## config.mk

```make
export PLATFORM = sky130hd
export DESIGN_NAME = bus_driver_decoder
export DESIGN_NICKNAME = d
export VERILOG_FILES = /design/src/rtl/bus_driver_decoder_pkg.sv /design/src/rtl/bus_driver_decoder_onehot_dec.sv /design/src/rtl/bus_driver_decoder.sv
export SDC_FILE = /design/constraint.sdc
export NUM_CORES = 1
export LEC_CHECK = 0
export CAP_MARGIN = 20
export CORE_UTILIZATION = 55
export DETAILED_ROUTE_END_ITERATION = 10
export HOLD_SLACK_MARGIN = 0.06
export MAX_ROUTING_LAYER = met4
export PLACE_DENSITY_LB_ADDON = 0.12
export SETUP_SLACK_MARGIN = 0.1
export SYNTH_ARGS = -nofsm -noshare
export SYNTH_HDL_FRONTEND = slang
export SYNTH_SLANG_ARGS = --single-unit
```

## constraint.sdc

```tcl
create_clock -name clock -period 6.15 [get_ports clock]
set_input_delay 1.23 -clock clock [delete_from_list [all_inputs] [get_ports clock]]
set_output_delay 1.23 -clock clock [all_outputs]
set_load 0.1 [all_outputs]
```

## src/rtl/bus_driver_decoder_pkg.sv

```systemverilog
// Shared CPU bus definitions: bus source codes, decoder limits and the driver FSM encoding.
// Imported by the one-hot decoder and by the bus driver decoder top level.
package bus_driver_decoder_pkg;

  localparam int CODE_W = 5;
  localparam int DRV_W  = 32;

  localparam int NUM_SOURCES_DEFAULT = 24;
  localparam int GAP_CYCLES_DEFAULT  = 1;

  localparam logic [CODE_W-1:0] SRC_R0     = 5'd0;
  localparam logic [CODE_W-1:0] SRC_R1     = 5'd1;
  localparam logic [CODE_W-1:0] SRC_R2     = 5'd2;
  localparam logic [CODE_W-1:0] SRC_R3     = 5'd3;
  localparam logic [CODE_W-1:0] SRC_R4     = 5'd4;
  localparam logic [CODE_W-1:0] SRC_R5     = 5'd5;
  localparam logic [CODE_W-1:0] SRC_R6     = 5'd6;
  localparam logic [CODE_W-1:0] SRC_R7     = 5'd7;
  localparam logic [CODE_W-1:0] SRC_R8     = 5'd8;
  localparam logic [CODE_W-1:0] SRC_R9     = 5'd9;
  localparam logic [CODE_W-1:0] SRC_R10    = 5'd10;
  localparam logic [CODE_W-1:0] SRC_R11    = 5'd11;
  localparam logic [CODE_W-1:0] SRC_R12    = 5'd12;
  localparam logic [CODE_W-1:0] SRC_R13    = 5'd13;
  localparam logic [CODE_W-1:0] SRC_R14    = 5'd14;
  localparam logic [CODE_W-1:0] SRC_R15    = 5'd15;
  localparam logic [CODE_W-1:0] SRC_HI     = 5'd16;
  localparam logic [CODE_W-1:0] SRC_LO     = 5'd17;
  localparam logic [CODE_W-1:0] SRC_ZHI    = 5'd18;
  localparam logic [CODE_W-1:0] SRC_ZLO    = 5'd19;
  localparam logic [CODE_W-1:0] SRC_PC     = 5'd20;
  localparam logic [CODE_W-1:0] SRC_MDR    = 5'd21;
  localparam logic [CODE_W-1:0] SRC_INPORT = 5'd22;
  localparam logic [CODE_W-1:0] SRC_CSIGN  = 5'd23;
  localparam logic [CODE_W-1:0] SRC_NONE   = 5'd31;

  typedef enum logic [1:0] {
    ST_IDLE  = 2'd0,
    ST_DRIVE = 2'd1,
    ST_GAP   = 2'd2
  } bus_state_e;

  // A code names a real driver only below the configured source count.
  function automatic logic code_is_legal(input logic [CODE_W-1:0] code,
                                         input logic [CODE_W:0]   limit);
    return ({1'b0, code} < limit);
  endfunction

endpackage

```

## src/rtl/bus_driver_decoder_onehot_dec.sv

```systemverilog
// Combinational 5-to-32 one-hot decoder; codes at or above NUM_SOURCES decode to all zero
// so an illegal code can never enable a driver.
module onehot_dec_5_to_32
  import bus_driver_decoder_pkg::*;
#(
  parameter int NUM_SOURCES = NUM_SOURCES_DEFAULT
) (
  input  logic [CODE_W-1:0] code,
  output logic [DRV_W-1:0]  onehot
);

  localparam logic [CODE_W:0] LIMIT = (CODE_W+1)'(NUM_SOURCES);

  // Decode with gating for codes outside the legal source range.
  always_comb begin
    onehot = 32'd0;
    if (code_is_legal(code, LIMIT)) begin
      onehot[code] = 1'b1;
    end else begin
      onehot = 32'd0;
    end
  end

endmodule

```

## src/rtl/bus_driver_decoder.sv

```systemverilog
// Bus source decoder: turns requested source codes into registered one-hot driver enables,
// inserting an all-off gap between two different drivers so they never overlap on the bus.
module bus_driver_decoder
  import bus_driver_decoder_pkg::*;
#(
  parameter int NUM_SOURCES = NUM_SOURCES_DEFAULT,
  parameter int GAP_CYCLES  = GAP_CYCLES_DEFAULT,
  parameter int NONE_CODE   = 31
) (
  input  logic              clock,
  input  logic              clear,
  input  logic              req_valid,
  input  logic [CODE_W-1:0] req_code,
  output logic              req_ready,
  output logic [DRV_W-1:0]  drv_en,
  output logic [CODE_W-1:0] drv_code,
  output logic              busy,
  output logic              err_illegal
);

  localparam logic [CODE_W-1:0] NONE     = CODE_W'(NONE_CODE);
  localparam logic [CODE_W:0]   LIMIT    = (CODE_W+1)'(NUM_SOURCES);
  localparam logic [2:0]        GAP_LOAD = 3'(GAP_CYCLES - 1);

  bus_state_e        state_r, state_s;
  logic [2:0]        gap_cnt_r, gap_cnt_s;
  logic [CODE_W-1:0] pend_r, pend_s;
  logic [DRV_W-1:0]  drv_en_r, drv_en_s;
  logic [CODE_W-1:0] drv_code_r, drv_code_s;
  logic              busy_r, busy_s;
  logic              err_r, err_s;

  logic              accept_s;
  logic              legal_s;
  logic              is_none_s;
  logic [CODE_W-1:0] dec_code_s;
  logic [DRV_W-1:0]  dec_en_s;

  assign accept_s   = req_valid & (state_r != ST_GAP);
  assign legal_s    = code_is_legal(req_code, LIMIT);
  assign is_none_s  = (req_code == NONE);
  // During the gap the decoder looks at the parked code, otherwise at the live request.
  assign dec_code_s = (state_r == ST_GAP) ? pend_r : req_code;

  onehot_dec_5_to_32 #(
    .NUM_SOURCES (NUM_SOURCES)
  ) u_dec (
    .code   (dec_code_s),
    .onehot (dec_en_s)
  );

  // Next-state and next-output computation for the driver FSM.
  always_comb begin
    state_s    = state_r;
    gap_cnt_s  = gap_cnt_r;
    pend_s     = pend_r;
    drv_en_s   = drv_en_r;
    drv_code_s = drv_code_r;
    err_s      = 1'b0;
    case (state_r)
      ST_IDLE, ST_DRIVE: begin
        if (accept_s) begin
          if (legal_s) begin
            if ((state_r == ST_IDLE) || (req_code == drv_code_r)) begin
              drv_en_s   = dec_en_s;
              drv_code_s = req_code;
              state_s    = ST_DRIVE;
            end else begin
              drv_en_s   = 32'd0;
              drv_code_s = NONE;
              pend_s     = req_code;
              gap_cnt_s  = GAP_LOAD;
              state_s    = ST_GAP;
            end
          end else begin
            // Release and illegal codes both leave the bus undriven; only illegal ones flag.
            drv_en_s   = 32'd0;
            drv_code_s = NONE;
            pend_s     = NONE;
            state_s    = ST_IDLE;
            err_s      = ~is_none_s;
          end
        end else begin
          state_s = state_r;
        end
      end
      ST_GAP: begin
        if (gap_cnt_r == 3'd0) begin
          drv_en_s   = dec_en_s;
          drv_code_s = pend_r;
          pend_s     = NONE;
          state_s    = ST_DRIVE;
        end else begin
          gap_cnt_s = gap_cnt_r - 3'd1;
        end
      end
      default: begin
        state_s    = ST_IDLE;
        gap_cnt_s  = 3'd0;
        pend_s     = NONE;
        drv_en_s   = 32'd0;
        drv_code_s = NONE;
      end
    endcase
    busy_s = (state_s == ST_GAP);
  end

  // State, counter, pending code and output registers.
  always_ff @(posedge clock or posedge clear) begin
    if (clear) begin
      state_r    <= ST_IDLE;
      gap_cnt_r  <= 3'd0;
      pend_r     <= NONE;
      drv_en_r   <= 32'd0;
      drv_code_r <= NONE;
      busy_r     <= 1'b0;
      err_r      <= 1'b0;
    end else begin
      state_r    <= state_s;
      gap_cnt_r  <= gap_cnt_s;
      pend_r     <= pend_s;
      drv_en_r   <= drv_en_s;
      drv_code_r <= drv_code_s;
      busy_r     <= busy_s;
      err_r      <= err_s;
    end
  end

  assign req_ready   = (state_r != ST_GAP);
  assign drv_en      = drv_en_r;
  assign drv_code    = drv_code_r;
  assign busy        = busy_r;
  assign err_illegal = err_r;

endmodule

```

==> run metrics <==
Rows=23; initial antenna violation count=0; Setup violations, final=0; Critical Path Sink Type=output pin; Starting Density=0.583; CTS Root Cell=clkbuf_8; peak supply drop=0.341 mV; Max Clk Rate=0.226 GHz; fin crit period=4.42 ns; worst-skew pair later-pin latency=0.30 ns; routability congestion estimate=0.927; final net count=288; post-CTS setup buffer count=0; Setup crit start kind=flip-flop; final global-route overflow total=0; Num CTS Buffers=5; RSZ-0062 raised after global routing=false; fillcell total=approximately 310; clock skew=about 0.009 ns; hold_buf cts=0; layout cells sized above 1=0.100; Setup TNS Final=0 ns; cell area after layout=2990 sq um; prevailing post-synth register cell=dfrtp_1; CTS tree=built; number of I/O port buffers=47; WL per Instance=between 15 and 20 um; Post-synth EDFFs=0; Final period util=0.719; commonest cells after routing, fill and taps aside=47 x clkdlybuf4s50_1, 41 x nand2_1, 39 x dfrtp_1; status=finished, final reports clean; die area=4600 sq um; die height=67.8 um; max_slew headroom=0.351; final WL=around 5200 um; floorplan core area=4090 sq um; Pleak=about 1.2 nW; Pins Over Slew Limit=0; total global-route track usage=0.256; Clock Pin Slew Worst Setup and Hold Paths=0.08 ns; Die W=just under 70 um; most common cell after layout, fill and taps aside=clkdlybuf4s50_1; clk sink count=49; worst hold path cell count=2; Hold Fails Final Rpt=0; antenna-violating nets left=0; first-pass GRT wire length=8510 um; Critical Path, Cell by Cell=nor2b_1 > inv_1 > clkdlybuf4s50_1; Mapped Area=2380 sq um; Slew @ Worst Pin=0.971 ns; I/O pin cnt=48; post-synthesis sequential area ratio=0.520; CP Data Required Time=4.92 ns; DRT Pass-1 Iters=4; MaxCap Viol Count=0; worst-path fanout max=20; Slowest-stage cell, CP=clkdlybuf4s50_1; syn_area_per_cell=10.1 sq um; DP HPWL=3650 um; Power Dens Cells=455 nW/um^2; DR DRC count=0; area delta synth->final=25.5%; syn nets=245; ys async rst share=1.00; synthesized netlist cell count=235; Ys Warns=0; final core occ=0.732; CTS resizes=0; clock buffer depth=2; Worst path max stage delay=1.08 ns; Ant. Diodes=0; Yosys cell types=45; H-tree levels=2; critical path type=flip-flop to output pin; Reg2Reg Depth=5; Hold Path Class=flip-flop to flip-flop; DRT iter0 DRCs=between 100 and 150; Yosys reg bits=49; Worst EP arrival=3.19 ns; routed vias/inst=5.93; dpl cell area=2860 sq um; vias in the first global route=1790; largest net degree at the start of global routing=50; routed vias=around 2000
[power by group]
group,internal [mW],leakage (nW),switching [mW],total [mW]
Combinational,0.181,0.522,0.482,0.663
Clock,0.121,0.0552,0.101,0.222
Sequential,0.400,0.643,0.0761,0.477
Total,0.702,1.22,0.659,1.36
[critical path: cells and delay by family (launching register included)]
family                 cells  cell delay (ns)
buffers and inverters      2             1.52
AND/OR/NAND/NOR            1             0.67
flip-flops                 1             0.71
[per-stage QoR]
stage / cells / setup WS [ns] / power, mW / hold WS (ns)
after floorplan: 235 / 3.27 / 0.990 / 0.488
after global placement: 320 / 2.21 / 1.13 / 0.461
after detailed placement: 320 / 2.07 / 1.14 / 0.465
after CTS: 328 / 1.75 / 1.37 / 0.484
after global routing: 329 / 1.55 / 1.44 / 0.502
final: 329 / 1.73 / 1.36 / 0.480
[Yosys cell counts, types with 3 or more instances]
library cell  number  area (sq um)
nor2_1            10          37.5
clkbuf_1           9          33.8
a31oi_1            4          25.0
xor2_1             4          35.0
and2_1             9          56.3
nor2b_1            8          50.1
inv_1              8          30.0
nor3_1             3          15.0
a21oi_1            4          20.0
o22a_1             3          26.3
o21ai_0            9          45.0
nand4_1            3          18.8
o31ai_1           29           218
or4_1              4          30.0
dfrtp_1           39           976
nand2_1           41           154
dfstp_2           10           263
[cell families (layout without fill, tap and decap cells)]
group	after synthesis	in the layout	share of synthesized area
AO/OA/AOI/OAI	66	66	0.200
XOR/XNOR	5	5	0.0215
adder cells (fa/ha/maj)	2	2	0.0105
buffers and inverters	21	65	0.0404
flip-flops	49	49	0.520
multiplexers	4	4	0.0178
AND/OR/NAND/NOR	88	88	0.190
[routing by layer]
layer | global-route usage | vias up | part of all wire
met4 | 0.0833 | 0 | 0.011
met2 | 0.391 | 55 | 0.48
met5 | - | - | 0
li1 | - | 938 | -
met1 | 0.344 | 953 | 0.46
met3 | 0.0483 | 6 | 0.048
[path summary, 6_finish.rpt]
kind / startpoint / end / slack (ns)
worst max-delay path: state_r[1] / req_ready / 1.73
worst min-delay path: drv_en[21] / drv_en[21] / 0.48
worst max register to register: state_r[1] / drv_en[14] / 3.20
worst min register to register: drv_en[21] / drv_en[21] / 0.48
max in group asynchronous: clear / drv_code[4] / 4.41
min in group asynchronous: clear / gap_cnt_r[2] / 1.20
[state kept, by name, indices dropped and copies added, names as in the netlist]
name / count
busy: 1
drv_code: 5
drv_en: 32
err_illegal: 1
gap_cnt_r: 3
pend_r: 5
state_r: 2
[cell type report]
type	instances	area (sq um)	share of cell area
clock inverter	2	35.0	0.0117
multi-input combinational	165	1050	0.353
inverter	8	30.0	0.0100
clock buffer	6	72.6	0.0243
sequential	49	1240	0.414
tap	50	62.6	0.0209
timing repair buffer	49	498	0.166
(Power assumes the default switching activity.)
